### config.mk
export PLATFORM = sky130hd
export DESIGN_NAME = program_sequencer
export DESIGN_NICKNAME = d
export VERILOG_FILES = /design/src/rtl/seq_pkg.sv /design/src/rtl/seq_regfile.sv /design/src/rtl/program_sequencer.sv
export SDC_FILE = /design/constraint.sdc
export NUM_CORES = 1
export LEC_CHECK = 0
export CAP_MARGIN = 25
export CELL_PAD_IN_SITES_DETAIL_PLACEMENT = 1
export CELL_PAD_IN_SITES_GLOBAL_PLACEMENT = 1
export CORE_ASPECT_RATIO = 0.9
export CORE_MARGIN = 2
export CORE_UTILIZATION = 51
export DETAILED_ROUTE_END_ITERATION = 8
export PLACE_DENSITY = 0.77
export SKIP_CTS_REPAIR_TIMING = 1
export SYNTH_ARGS = -nofsm -noshare
export SYNTH_HDL_FRONTEND = slang
export SYNTH_HIERARCHICAL = 1
export SYNTH_SLANG_ARGS = --single-unit
### constraint.sdc
create_clock -name clk -period 3.5 [get_ports clk]
set_input_delay 0.7 -clock clk [delete_from_list [all_inputs] [get_ports clk]]
set_output_delay 0.7 -clock clk [all_outputs]
set_load 0.05 [all_outputs]
### src/rtl/seq_pkg.sv
// Shared definitions for the program sequencer: ALU opcodes, FSM states
// and the 16-bit instruction layout.
package seq_pkg;

  typedef enum logic [2:0] {
    OP_ADD = 3'b000,
    OP_SUB = 3'b001,
    OP_AND = 3'b010,
    OP_OR  = 3'b011,
    OP_XOR = 3'b100,
    OP_MUL = 3'b101,
    OP_DIV = 3'b110,
    OP_CMP = 3'b111
  } alu_op_e;

  typedef enum logic [2:0] {
    ST_IDLE,
    ST_FETCH,
    ST_ISSUE,
    ST_WB,
    ST_DONE
  } seq_state_e;

  localparam int INSTR_W     = 16;
  localparam int OPC_HI      = 15;
  localparam int OPC_LO      = 13;
  localparam int RD_HI       = 12;
  localparam int RD_LO       = 11;
  localparam int RA_HI       = 10;
  localparam int RA_LO       = 9;
  localparam int USE_IMM_BIT = 8;
  localparam int IMM_HI      = 7;
  localparam int IMM_LO      = 0;

  typedef struct packed {
    logic [2:0] opcode;
    logic [1:0] rd;
    logic [1:0] ra;
    logic       use_imm;
    logic [7:0] imm;
  } instr_t;

  function automatic instr_t decode_instr(input logic [INSTR_W-1:0] w);
    instr_t d;
    d.opcode  = w[OPC_HI:OPC_LO];
    d.rd      = w[RD_HI:RD_LO];
    d.ra      = w[RA_HI:RA_LO];
    d.use_imm = w[USE_IMM_BIT];
    d.imm     = w[IMM_HI:IMM_LO];
    return d;
  endfunction

endpackage

### src/rtl/seq_regfile.sv
// Four 8-bit registers with one write port and combinational read ports
// for operand A, operand B and the debug tap.
module seq_regfile
  import seq_pkg::*;
#(
  parameter int NREGS = 4
) (
  input  logic       clk,
  input  logic       rst,
  input  logic       we,
  input  logic [1:0] waddr,
  input  logic [7:0] wdata,
  input  logic [1:0] ra_sel,
  input  logic [1:0] rb_sel,
  input  logic [1:0] dbg_sel,
  output logic [7:0] ra_data,
  output logic [7:0] rb_data,
  output logic [7:0] dbg_data
);

  logic [7:0] regs_q [NREGS];
  logic [7:0] regs_d [NREGS];

  always_comb begin
    for (int i = 0; i < NREGS; i++) regs_d[i] = regs_q[i];
    if (we) regs_d[waddr] = wdata;
  end

  always_ff @(posedge clk or posedge rst) begin
    if (rst) begin
      for (int i = 0; i < NREGS; i++) regs_q[i] <= '0;
    end else begin
      for (int i = 0; i < NREGS; i++) regs_q[i] <= regs_d[i];
    end
  end

  assign ra_data  = regs_q[ra_sel];
  assign rb_data  = regs_q[rb_sel];
  assign dbg_data = regs_q[dbg_sel];

endmodule

### src/rtl/program_sequencer.sv
// Runs a small loaded program against an external ALU: fetch, issue
// operands, write the result back; one instruction every three cycles.
module program_sequencer
  import seq_pkg::*;
#(
  parameter int PROG_DEPTH = 16,
  parameter int ADDR_W     = 4,
  parameter int NREGS      = 4
) (
  input  logic              clk,
  input  logic              reset,
  input  logic              start,
  input  logic [ADDR_W:0]   prog_len,
  input  logic              prog_we,
  input  logic [ADDR_W-1:0] prog_addr,
  input  logic [15:0]       prog_wdata,
  output logic [2:0]        opcode,
  output logic [7:0]        a,
  output logic [7:0]        b,
  input  logic [7:0]        alu_out,
  input  logic              carry_out,
  output logic              busy,
  output logic              done,
  output logic [ADDR_W:0]   pc,
  output logic              carry_flag,
  output logic              div0_err,
  input  logic [1:0]        dbg_sel,
  output logic [7:0]        dbg_data
);

  localparam logic [ADDR_W:0] LEN_MAX = (ADDR_W+1)'(PROG_DEPTH);
  localparam logic [ADDR_W:0] PC_ONE  = (ADDR_W+1)'(1);

  logic [INSTR_W-1:0] mem_q [PROG_DEPTH];

  seq_state_e      state_q, state_d;
  logic [ADDR_W:0] pc_q, pc_d;
  logic [ADDR_W:0] len_q, len_d;
  instr_t          ir_q, ir_d;
  logic [2:0]      opcode_q, opcode_d;
  logic [7:0]      a_q, a_d;
  logic [7:0]      b_q, b_d;
  logic            busy_q, busy_d;
  logic            done_q, done_d;
  logic            carry_q, carry_d;
  logic            div0_q, div0_d;

  logic            mem_we;
  logic            rf_we;
  logic [7:0]      rf_ra_data;
  logic [7:0]      rf_rb_data;
  logic [ADDR_W:0] start_len;
  logic [ADDR_W:0] pc_inc;

  // Writes are only honoured while parked, so a running program never
  // sees its own code change underneath it.
  assign mem_we = prog_we && (state_q == ST_IDLE);

  always_ff @(posedge clk) begin
    if (mem_we) mem_q[prog_addr] <= prog_wdata;
  end

  assign start_len = (prog_len > LEN_MAX) ? LEN_MAX : prog_len;
  assign pc_inc    = pc_q + PC_ONE;

  seq_regfile #(
    .NREGS (NREGS)
  ) u_regfile (
    .clk      (clk),
    .rst      (reset),
    .we       (rf_we),
    .waddr    (ir_q.rd),
    .wdata    (alu_out),
    .ra_sel   (ir_q.ra),
    .rb_sel   (ir_q.imm[1:0]),
    .dbg_sel  (dbg_sel),
    .ra_data  (rf_ra_data),
    .rb_data  (rf_rb_data),
    .dbg_data (dbg_data)
  );

  always_comb begin
    state_d  = state_q;
    pc_d     = pc_q;
    len_d    = len_q;
    ir_d     = ir_q;
    opcode_d = opcode_q;
    a_d      = a_q;
    b_d      = b_q;
    carry_d  = carry_q;
    div0_d   = div0_q;
    rf_we    = 1'b0;

    unique case (state_q)
      ST_IDLE: begin
        if (start) begin
          len_d   = start_len;
          pc_d    = '0;
          div0_d  = 1'b0;
          state_d = (start_len == '0) ? ST_DONE : ST_FETCH;
        end
      end
      ST_FETCH: begin
        ir_d    = decode_instr(mem_q[pc_q[ADDR_W-1:0]]);
        state_d = ST_ISSUE;
      end
      ST_ISSUE: begin
        opcode_d = ir_q.opcode;
        a_d      = rf_ra_data;
        b_d      = ir_q.use_imm ? ir_q.imm : rf_rb_data;
        state_d  = ST_WB;
      end
      ST_WB: begin
        // Result lands before the next ISSUE, so back-to-back dependencies
        // read the fresh value without any bypass.
        rf_we   = 1'b1;
        carry_d = carry_out;
        if ((opcode_q == OP_DIV) && (b_q == 8'd0)) div0_d = 1'b1;
        pc_d    = pc_inc;
        state_d = (pc_inc == len_q) ? ST_DONE : ST_FETCH;
      end
      ST_DONE: begin
        state_d = ST_IDLE;
      end
      default: begin
        state_d = ST_IDLE;
      end
    endcase

    busy_d = (state_d == ST_FETCH) || (state_d == ST_ISSUE) || (state_d == ST_WB);
    done_d = (state_d == ST_DONE);
  end

  always_ff @(posedge clk or posedge reset) begin
    if (reset) begin
      state_q  <= ST_IDLE;
      pc_q     <= '0;
      len_q    <= '0;
      ir_q     <= '0;
      opcode_q <= '0;
      a_q      <= '0;
      b_q      <= '0;
      busy_q   <= 1'b0;
      done_q   <= 1'b0;
      carry_q  <= 1'b0;
      div0_q   <= 1'b0;
    end else begin
      state_q  <= state_d;
      pc_q     <= pc_d;
      len_q    <= len_d;
      ir_q     <= ir_d;
      opcode_q <= opcode_d;
      a_q      <= a_d;
      b_q      <= b_d;
      busy_q   <= busy_d;
      done_q   <= done_d;
      carry_q  <= carry_d;
      div0_q   <= div0_d;
    end
  end

  assign opcode     = opcode_q;
  assign a          = a_q;
  assign b          = b_q;
  assign busy       = busy_q;
  assign done       = done_q;
  assign pc         = pc_q;
  assign carry_flag = carry_q;
  assign div0_err   = div0_q;

endmodule

==> run summary <==
Layout area overhead: 17.0%
CTS tree: done
Fin area: 0.0163 mm2
Initial antenna violation count: 0
H-tree levels: 2
Clock Skews: 0.0172 ns
Clk slew on worst S/H paths: 0.06 ns
Max Fclk: 0.338 GHz
Final Hold Slack: 0.469 ns
Setup crit start kind: input pin
Worst setup EP type: primary output
Worst path slowest cell: clkdlybuf4s50_1
Worst vdd ir: 0.493 mV
IO Port Bufs: 75
Post-synth top area cell: edfxtp_1
Tot GR Track Use: 24.0%
Routed via count: 7925
Final setup margin: 0.539 ns
Worst min path class: input pin to async pin
Syn_nets: 880
Switching portion of total power: 33.8%
Avg Inst Size Synth: 16.6 um2
Pleak: 5.58 nW
Final GP Congestion: 0.793
Tightest Pin Transition: 0.878 ns
DRC: 0
Sequential area share after synthesis: 70.3%
Warnings, synthesis: 6
Die Outline Area: 0.0286 mm2
CP arrival: 2.26 ns
Max Cap Violations: 0
Row count: 57
Dpl cell area: 0.0151 mm2
PwrDens: 824 mW/mm2
CTS Sinks: 340
RSZ-0062 raised after global routing: false
Net Switching: 4.54 mW
Cell internal pwr: 8.88 mW
Worst Path Max Fanout: 7
Clk root buf: clkbuf_16
Final Max Tran Viols: 0
Flops & latches, synth: 340
Post-synthesis cell count: 839
Clock power share: 27.7%
DP HPWL: 21.3 mm
Worst Path Required: 2.80 ns
First-pass GRT wire length: 51.1 mm
Status: completed
Synth top area share: 55.2%
Top cells by area, synth: edfxtp_1 (55%), dfrtp_1 (15%), mux2i_1 (9.3%), mux4_2 (4.4%), a22oi_1 (3.2%)
Vias in the first global route: 8581
Setup TNS: 0 ns
Fin crit share: 84.6%
Setup violators final: 0
Top Ports: 76
Cell Area, Synth: 0.0139 mm2
Initial Util: 51.7%
CTS buffer count: 36
Clock Latency Late Sink: 0.51 ns
Vias per cell: 6.00
Die X: 178 um
Core area: 0.0270 mm2
Total Wirelength: 33.4 mm
Final hold viol count: 0
Post-DR wirelength/cell: 25.3 um
WS Path Type: input pin to primary output
DRT iter0 DRCs: 581
Largest net degree at the start of global routing: 52
Slew headroom: 41.4%
Router iterations before antenna repair: 6
Tmin final: 2.96 ns
Worst-case reg-to-reg path depth: 4
Distinct cell type count after synthesis: 46
Remaining global-route overflow: 0
Critical path cell sequence: clkdlybuf4s50_1 > mux4_2 > buf_4
CP peak stage delay: 0.77 ns
ANT cells: 0
Share of layout cells above drive strength 1: 17.5%
Power share of the combinational group: 30.6%
Worst-case clock buffer depth: 3
Pre-CTS WS: 0.520 ns
Nets: 980
Post-route antenna net violation count: 0
Sequential Power Share: 41.7%
Height of the chip: 161 um
metrics by stage:
step	util, %	instances	power, mW
finish	60.4	1320	13.4
global route	60.4	1320	14.0
CTS	60.4	1319	13.5
detailed placement	56.1	1254	9.78
global placement	56.1	1254	9.56
floorplan	-	839	8.43
layout by cell type (no fill, tap or decap), drive strengths merged, types with 2 or more instances in the layout:
cell | netlist | routed
or3 | 2 | 2
nor2 | 32 | 32
a22oi | 60 | 60
and2b | 2 | 2
nor3 | 7 | 7
and2 | 2 | 2
mux2 | 44 | 44
nand2b | 3 | 3
mux4 | 27 | 27
clkdlybuf4s50 | 0 | 67
a32oi | 2 | 2
clkbuf | 10 | 54
xnor2 | 4 | 4
o21ai | 7 | 7
nand3 | 48 | 48
nor2b | 2 | 2
nand2 | 43 | 43
clkinv | 0 | 5
nand3b | 7 | 7
nor4 | 3 | 3
a21oi | 10 | 10
nand4b | 2 | 2
buf | 33 | 38
bufinv | 0 | 4
mux2i | 130 | 130
xor2 | 4 | 4
edfxtp | 256 | 256
dfrtp | 84 | 84
inv | 5 | 7
a31o | 2 | 2
routing by layer:
| layer | global-route usage (%) | share of wire, % | vias to the layer above | wire (um) |
|---|---|---|---|---|
| li1 | - | - | 3492 | - |
| met1 | 32.4 | 42 | 4162 | 14000 |
| met2 | 41.3 | 52 | 229 | 17200 |
| met3 | 3.34 | 4.8 | 42 | 1610 |
| met4 | 6.02 | 1.6 | 0 | 549 |
| met5 | 0 | 0 | - | 0 |
worst paths after layout:
kind / end / slack [ns] / startpoint
setup / recovery: dbg_data[2] / 0.54 / dbg_sel[0]
hold / removal: a[3] / 0.47 / reset
setup reg to reg: mem_q[10][4] / 1.01 / state_q[0]
hold reg to reg: a[1] / 0.49 / a[1]
max in group asynchronous: ir_q[5] / 2.33 / reset
min in group clk: a[1] / 0.49 / a[1]
cell type report:
type | count | area [um2]
clock buffers | 54 | 990
clock inverters | 11 | 159
fillers | 2414 | 10700
inverters | 5 | 18.8
multi-input cells | 451 | 3920
flip-flops and latches | 340 | 9800
well taps | 354 | 443
repair buffers | 105 | 968
power groups by stage:
stage | Combinational [mW] | Clock (mW) | Sequential, mW
final | 4.11 | 3.72 | 5.60
after global routing | 4.38 | 3.95 | 5.69
after floorplan | 2.73 | 0 | 5.70
after CTS | 4.14 | 3.80 | 5.60
after global placement | 3.94 | 0 | 5.62
after detailed placement | 4.09 | 0 | 5.68
registers in the layout, summed over array words and instances, names as in the netlist:
signal / flops
a: 8
ir_q: 16
done: 1
u_regfile/regs_q: 32
b: 8
carry_flag: 1
len_q: 5
state_q: 3
mem_q: 256
div0_err: 1
opcode: 3
pc: 5
busy: 1
cells by family after synthesis:
logic type      after synthesis  synth area share [%]
compound gates               84                  4.27
xor+xnor                      8                 0.503
fa+ha+maj                     1                0.0898
buf+inv                      48                  1.71
flops                       340                  70.3
mux                         201                  17.3
simple gates                157                  5.88
cell usage after synthesis (all sizes together):
cell type / count
nor3: 7
and2: 2
nand4: 1
a41oi: 1
a32oi: 2
a2bb2oi: 1
a31oi: 1
xor2: 4
nor4: 3
nand2b: 3
nor4b: 1
and2b: 2
nand3b: 7
mux2: 44
clkbuf: 10
inv: 5
buf: 33
ha: 1
xnor2: 4
or3: 2
a31o: 2
mux2i: 130
nand4b: 2
nand2: 43
dfrtp: 84
nor2: 32
o21ai: 7
a21oi: 10
nand3: 48
nor2b: 2
edfxtp: 256
nor3b: 1
a22oi: 60
or3b: 1
mux4: 27
critical path: cells and delay by family:
family	cells	cell delay, ns
buffers and inverters	2	0.98
multiplexers	1	0.58
Power figures use the tool's default switching activity.
